File: src/rtl/siren_driver.sv
// siren_driver: decodes the 3-bit siren code into alarm wail / chirp tone on a speaker pin
module siren_driver #(
  parameter int TONE_A_DIV       = 25000,
  parameter int TONE_B_DIV       = 37500,
  parameter int SWAP_CYCLES      = 50000000,
  parameter int CHIRP_ON_CYCLES  = 10000000,
  parameter int CHIRP_OFF_CYCLES = 90000000
) (
  input  logic       clock,
  input  logic       reset_n,
  input  logic [2:0] siren,
  output logic       speaker,
  output logic       siren_active,
  output logic       code_error
);
  localparam int TMAX = TONE_A_DIV > TONE_B_DIV ? TONE_A_DIV : TONE_B_DIV;
  localparam int CMAX = CHIRP_ON_CYCLES > CHIRP_OFF_CYCLES ? CHIRP_ON_CYCLES : CHIRP_OFF_CYCLES;
  localparam int DMAX = SWAP_CYCLES > CMAX ? SWAP_CYCLES : CMAX;
  localparam int TW = $clog2(TMAX);
  localparam int DW = $clog2(DMAX);
  typedef enum logic [2:0] {IDLE, ALARM_A, ALARM_B, CHIRP_ON, CHIRP_OFF} state_t;
  typedef enum logic [1:0] {M_OFF, M_ALARM, M_CHIRP} mode_t;
  state_t state, entry, next_timed;
  mode_t mode, cur_mode;
  logic [TW-1:0] tone_cnt, tone_top;
  logic [DW-1:0] dur_cnt, dur_top;
  logic timed, toned, tone_wrap;
  always_comb begin
    mode = siren == 3'b001 ? M_ALARM : siren == 3'b100 ? M_CHIRP : M_OFF;
    cur_mode = state == IDLE ? M_OFF : (state == ALARM_A || state == ALARM_B) ? M_ALARM : M_CHIRP;
    entry = mode == M_ALARM ? ALARM_A : mode == M_CHIRP ? CHIRP_ON : IDLE;
    next_timed = state == ALARM_A ? ALARM_B : state == ALARM_B ? ALARM_A : state == CHIRP_ON ? CHIRP_OFF : CHIRP_ON;
    tone_top = state == ALARM_B ? TW'(TONE_B_DIV - 1) : TW'(TONE_A_DIV - 1);
    dur_top = (state == ALARM_A || state == ALARM_B) ? DW'(SWAP_CYCLES - 1) :
              state == CHIRP_ON ? DW'(CHIRP_ON_CYCLES - 1) : DW'(CHIRP_OFF_CYCLES - 1);
    timed = state != IDLE;
    toned = state == ALARM_A || state == ALARM_B || state == CHIRP_ON;
    tone_wrap = tone_cnt == tone_top;
  end
  // Mode change outranks duration expiry, which outranks the tone toggle.
  always_ff @(posedge clock or negedge reset_n) begin
    if (!reset_n) begin
      state        <= IDLE;
      tone_cnt     <= '0;
      dur_cnt      <= '0;
      speaker      <= 1'b0;
      siren_active <= 1'b0;
      code_error   <= 1'b0;
    end else begin
      code_error   <= !(siren == 3'b000 || siren == 3'b001 || siren == 3'b100);
      siren_active <= mode != M_OFF;
      if (mode != cur_mode) begin
        state    <= entry;
        tone_cnt <= '0;
        dur_cnt  <= '0;
        speaker  <= 1'b0;
      end else if (timed && dur_cnt == dur_top) begin
        state    <= next_timed;
        tone_cnt <= '0;
        dur_cnt  <= '0;
        speaker  <= 1'b0;
      end else if (timed) begin
        dur_cnt <= dur_cnt + 1'b1;
        if (toned) begin
          tone_cnt <= tone_wrap ? '0 : tone_cnt + 1'b1;
          speaker  <= speaker ^ tone_wrap;
        end
      end
    end
  end
endmodule
File: config.mk
export PLATFORM = sky130hd
export DESIGN_NAME = siren_driver
export DESIGN_NICKNAME = d
export VERILOG_FILES = /design/src/rtl/siren_driver.sv
export SDC_FILE = /design/constraint.sdc
export NUM_CORES = 1
export LEC_CHECK = 0
export CORE_MARGIN = 4
export CORE_UTILIZATION = 56
export DETAILED_ROUTE_END_ITERATION = 8
export GPL_ROUTABILITY_DRIVEN = 0
export PLACE_DENSITY = 0.76
export SYNTH_ARGS = -nofsm -noshare
export SYNTH_HDL_FRONTEND = slang
export SYNTH_SLANG_ARGS = --single-unit
File: constraint.sdc
create_clock -name clock -period 2.05 [get_ports clock]
set_clock_uncertainty 0.1 [all_clocks]
set_input_delay 0.3075 -clock clock [delete_from_list [all_inputs] [get_ports clock]]
set_output_delay 0.3075 -clock clock [all_outputs]
set_load 0.005 [all_outputs]
==> out/results.ini, run 1 <==
[global_route]
grt_pass1_wl_um=12100
antenna_found_initial=0
grt_pass1_vias=2555
grt_max_degree=30
grt_overflow=0
track_usage=0.235

[synth]
synth_top_area_share=0.416
synth_area_um2=2950
synth.net_count=334
synthArstFlopShare=1.00
synth-seq-cells=49
synth_warnings=0
ys.flop_type=dfrtp_1
avgSynthCellArea_um2=9.01
yosysSeqAreaShare=0.416
synthCells=327
synth_edf_count=0
synthTopCellsByArea=dfrtp_1 42%, nand2_1 4.2%, nor2_1 4.2%
synth_top_cell_by_area=dfrtp_1
yosysUniqueCellTypes=56

[setup_path]
path_class=register to register
cp-start-kind=register
cp.arrival_ns=2.26
crit_required_ns=2.15
worstSetupEndpointType=register
r2r_slack_ns=-0.10
cp_max_fo=6

[clocking]
clockBufferDepth=2
clk-insertion-delay-late_ns=0.31
htreeDepth=2
cts_tree=built
clock-sinks=49
root_buffer=clkbuf_8
cts.clk_slew.worst_paths_ns=0.10
numCtsBuffers=5

[sta]
rsz0062_at_grt=yes
fin_ws_ns=-0.105
slew_violations=0
fin_setup_tns_ns=-1.24
hold_viol_final=0
setup_viol=40
maxSlewHeadroom=0.646
fmax_ghz=0.464
worst_pin_slew_ns=0.531
finalCriticalPeriod_ns=2.15
min_period_over_period=1.05

[cells_and_area]
final_common_cell=dfrtp_1
nets=384
final_layout_size_suffix_gt1_frac=0.246
syn_to_final_growth_pct=28.1
register_area_um2=1230
fill_cells=361
n_antenna_cell=0
multiInputGateArea_um2=1750
stdcell_count=448
design_area_um2=3770
final_cell_mix=47 x dfrtp_1, 46 x buf_4, 33 x nand2_1, 33 x nor2_1, 24 x nand3_1

[routing]
drtIter0Drc=256
vias_per_cell=6.15
final_antenna_net_count=0
num_vias=2753
wl_um=7620
wire_per_inst_um=17.0
dr.pass1.iters=6
post-route-drc-count=0

[die]
fp.dieArea_um2=6490
core_um2=5110
io_pins=8
start_util=0.577
die_w_um=80.5
die_h_um=80.5
rows=26

[outcome]
violations=setup timing
status=finished, violations left

[place]
placed_cells=430
post_dp_cell_area_um2=3370
hpwl_um=4960
place_ws_ns=-0.456
port_buffers=7

[min_path]
hold_path.class=primary input to async pin

[job]
maxCapViolations=0

[pwr]
ir_worst_vdd_mv=0.522
p_per_area_nw_per_um2=899
leakagePower_nw=1.50

[worst max-delay path: stages, from the launching register on]
cell,delay (ns)
dfrtp_1,0.39
or4b_1,0.54
o22ai_2,0.14
nand4_1,0.22
o22ai_4,0.22
buf_12,0.16
mux2_4,0.30
[logic make-up after synthesis]
group	share of synthesized area
xor+xnor	0.0837
fa+ha+maj	0.00849
buf+inv	0.0382
flops	0.416
compound gates	0.130
mux	0.00764
simple gates	0.315
[registers in the layout, indices dropped and copies added, names as in the netlist]
signal        count
state             3
speaker           1
code_error        1
dur_cnt          27
siren_active      1
tone_cnt         16
[path summary, 6_finish.rpt]
path,startpoint,endpoint,cells after the start
max in group asynchronous,reset_n,dur_cnt[18]$_DFFE_PN0P_,3
min in group clock,tone_cnt[1]$_DFFE_PN0P_,tone_cnt[1]$_DFFE_PN0P_,2
max reg2reg,dur_cnt[13]$_DFFE_PN0P_,state[1]$_DFFE_PN0P_,6
max,dur_cnt[13]$_DFFE_PN0P_,state[1]$_DFFE_PN0P_,6
min,reset_n,tone_cnt[13]$_DFFE_PN0P_,2
min reg2reg,tone_cnt[1]$_DFFE_PN0P_,tone_cnt[1]$_DFFE_PN0P_,2
[routing by layer]
metal,part of all wire,global-route usage,routed length (um)
met1,0.44,0.328,3330
met4,0.012,0.0659,91
met5,0,0,0
met3,0.044,0.0404,335
met2,0.51,0.377,3870
[cell usage after synthesis (all sizes together) (5+ instances only)]
master and instances:
a21oi 14, a31oi 9, xor2 15, buf 12
o22ai 6, and4 7, nor4 9, nand3 24
o21ai 9, nand4 12, xnor2 11, and3 6
or3 9, dfrtp 49, nand2 33, nor2 33
and2 5, clkbuf 7, nor3 7
[what timing repair did]
item | 4_1_cts | 5_1_grt
endpoints found under the setup margin | 45 | 47
setup buffers | 0 | 8
endpoints found under the hold margin | 20 | 0
gates cloned | 0 | 1
resized for setup | 8 | 23
pin swaps | 3 | 9
hold buffers | 1 | 0
[final cells by class]
type,instances,area share
Clock buffer,5,0.0182
Inverter,4,0.00398
Timing Repair Buffer,62,0.147
Tap cell,70,0.0232
Clock inverter,3,0.0172
Sequential cell,49,0.325
Multi-Input combinational cell,255,0.464
[per-stage QoR]
stage,hold slack [ns],total power [mW],util
6_report,0.394,3.39,0.739
3_5_place_dp,0.204,2.19,0.660
3_3_place_gp,0.199,2.16,0.660
2_1_floorplan,-0.0881,1.74,-
5_1_grt,0.441,3.56,0.739
4_1_cts,0.405,3.03,0.693
[power by group]
| group | total [mW] | switching, mW | internal [mW] |
|---|---|---|---|
| Clock | 0.816 | 0.332 | 0.485 |
| Sequential | 1.09 | 0.0628 | 1.02 |
| Combinational | 1.49 | 0.778 | 0.713 |
(Power assumes the default switching activity.)
==> inputs of run 2 (changes only) <==
Settings changed: CELL_PAD_IN_SITES_DETAIL_PLACEMENT set to 1, CELL_PAD_IN_SITES_GLOBAL_PLACEMENT set to 2, CORE_UTILIZATION 56 to 35, PLACE_DENSITY 0.76 to not set, PLACE_DENSITY_LB_ADDON set to 0.1.
==> out/results.ini, run 2 (same netlist as run 1, synthesis figures left out) <==
[global_route]
grt_overflow=0  ; unchanged
grt_pass1_wl_um=14300  ; was 12100 um
grt_pass1_vias=2813  ; was 2555
grt_max_degree=26  ; was 30
track_usage=0.178  ; was 0.235
antenna_found_initial=0  ; unchanged

[pwr]
leakagePower_nw=1.50  ; about the same
total_power_mw=3.16  ; was 3.39 mW
ir_worst_vdd_mv=0.422  ; was 0.522 mV
p_per_area_nw_per_um2=844  ; was 899 nW/um2

[clocking]
cts_tree=built  ; unchanged
cts.clk_slew.worst_paths_ns=0.10  ; about the same
numCtsBuffers=5  ; unchanged
clk-insertion-delay-late_ns=0.31  ; about the same
htreeDepth=2  ; unchanged
clockBufferDepth=2  ; unchanged
clock-sinks=49  ; unchanged
root_buffer=clkbuf_8  ; unchanged

[setup_path]
critical_path.startpoint=dur_cnt[17]$_DFFE_PN0P_  ; was dur_cnt[13]$_DFFE_PN0P_
path_class=register to register  ; unchanged
cpMaxStageDelayCell=or4b_4  ; was or4b_1
worstSetupEndpointType=register  ; unchanged
rr_worst_depth=6  ; unchanged
endpoint=state[0]$_DFFE_PN0P_  ; was state[1]$_DFFE_PN0P_
cp_max_fo=6  ; unchanged
crit_path_cell_trace=or4b_4, o22ai_2, nand4_1, o22ai_4, buf_12, mux2_4  ; was or4b_1, o22ai_2, nand4_1, o22ai_4, buf_12, mux2_4
timing.rr.end=state[0]$_DFFE_PN0P_  ; was state[1]$_DFFE_PN0P_
cp-start-kind=register  ; unchanged
r2r_slack_ns=-0.07  ; was -0.10 ns
cp.arrival_ns=2.21  ; was 2.26 ns
critPathMaxStageDelay_ns=0.56  ; was 0.54 ns
r2r-start=dur_cnt[17]$_DFFE_PN0P_  ; was dur_cnt[13]$_DFFE_PN0P_
crit_required_ns=2.14  ; was 2.15 ns

[cells_and_area]
syn_to_final_growth_pct=27.2  ; was 28.1%
n_antenna_cell=0  ; unchanged
final_common_cell=buf_4  ; was dfrtp_1
finalCoreUtilization=0.456  ; was 0.739
nets=392  ; was 384
fill_cells=965  ; was 361
largestRegisters=dur_cnt: 27 flops, tone_cnt: 16 flops, state: 3 flops  ; unchanged
largest_register_ffs=27  ; unchanged
final_layout_size_suffix_gt1_frac=0.238  ; was 0.246
final_cell_mix=53 x buf_4, 46 x dfrtp_1, 33 x nand2_1, 33 x nor2_1, 24 x nand3_1  ; was 47 x dfrtp_1, 46 x buf_4, 33 x nand2_1, 33 x nor2_1, 24 x nand3_1
design_area_um2=3750  ; was 3770 um2
top_register=dur_cnt  ; unchanged

[routing]
wire_per_inst_um=17.7  ; was 17.0 um
vias_per_cell=5.59  ; was 6.15
drtIter0Drc=94  ; was 256
num_vias=2743  ; was 2753
final_antenna_net_count=0  ; unchanged
wl_um=8680  ; was 7620 um
dr.pass1.iters=4  ; was 6
post-route-drc-count=0  ; unchanged

[outcome]
status=finished, violations left  ; unchanged
violations=setup timing  ; unchanged

[sta]
fmax_ghz=0.472  ; was 0.464 GHz
setup_viol=14  ; was 40
maxSlewHeadroom=0.659  ; was 0.646
worst_pin_slew_ns=0.512  ; was 0.531 ns
min_period_over_period=1.03  ; was 1.05
rsz0062_at_grt=yes  ; unchanged
fin_ws_ns=-0.0708  ; was -0.105 ns
slew_violations=0  ; unchanged
hold_viol_final=0  ; unchanged
finalCriticalPeriod_ns=2.12  ; was 2.15 ns

[place]
port_buffers=7  ; unchanged
place_ws_ns=-0.467  ; was -0.456 ns
post_dp_cell_area_um2=3500  ; was 3370 um2
hpwl_um=5970  ; was 4960 um

[die]
start_util=0.359  ; was 0.577
die_w_um=99.8  ; was 80.5 um
die_h_um=99.8  ; was 80.5 um
core_um2=8220  ; was 5110 um2
fp.dieArea_um2=9950  ; was 6490 um2
rows=33  ; was 26
io_pins=8  ; unchanged

[min_path]
hold_path.class=primary input to async pin  ; unchanged

[job]
maxCapViolations=0  ; unchanged

run 2: worst min-delay path by stage:
stage	endpoint	depth (start not counted)	slack, ns
floorplan	code_error$_DFF_PN0_	0	-0.09
global placement	code_error$_DFF_PN0_	1	0.20
detailed placement	code_error$_DFF_PN0_	1	0.21
CTS	siren_active$_DFF_PN0_	2	0.40
global route	siren_active$_DFF_PN0_	2	0.43
finish	siren_active$_DFF_PN0_	2	0.40
run 2: report_power, final:
group / internal, mW / total (mW) / leakage (nW) / switching [mW]
combinational: 0.679 / 1.48 / 0.788 / 0.801
clock: 0.242 / 0.598 / 0.0374 / 0.356
sequential: 1.02 / 1.09 / 0.671 / 0.0605
total: 1.95 / 3.16 / 1.50 / 1.22
run 2: area by class of cell:
cell class              count  area, um2  share of cell area
multi-input cells         255       1690               0.451
well taps                 105        131              0.0350
inverters                   4       15.0             0.00401
clock inverters             2       15.0             0.00401
repair buffers             70        594               0.159
clock buffers               6       72.6              0.0194
flip-flops and latches     49       1230               0.328
run 2: critical path, delay by kind of cell (launching register included):
| kind | cells | cell delay (ns) |
|---|---|---|
| AND/OR/NAND/NOR | 2 | 0.76 |
| flip-flops | 1 | 0.41 |
| multiplexers | 1 | 0.30 |
| AO/OA/AOI/OAI | 2 | 0.29 |
| buffers and inverters | 1 | 0.15 |
run 2: per-stage QoR:
stage | std cells | setup TNS, ns | hold slack (ns)
final | 491 | -0.272 | 0.400
after global routing | 491 | -3.56 | 0.432
after CTS | 486 | -0.988 | 0.401
after detailed placement | 476 | -18.82 | 0.209
after global placement | 476 | -16.99 | 0.203
after floorplan | 327 | 0 | -0.0881
run 2: repair_timing:
action	CTS	global route
hold buffers	1	0
buffers inserted	1	4
resized for setup	9	15
pin swaps	5	1
setup endpoints to repair	47	47
cloned	0	1
hold endpoints to repair	18	0
run 2: layer usage:
metal	vias to the layer above	GRT usage	routed length, um
met5	-	0	0
met4	0	0.0410	129
met3	12	0.0245	183
met2	28	0.303	4080
met1	1390	0.238	4290
li1	1313	-	-
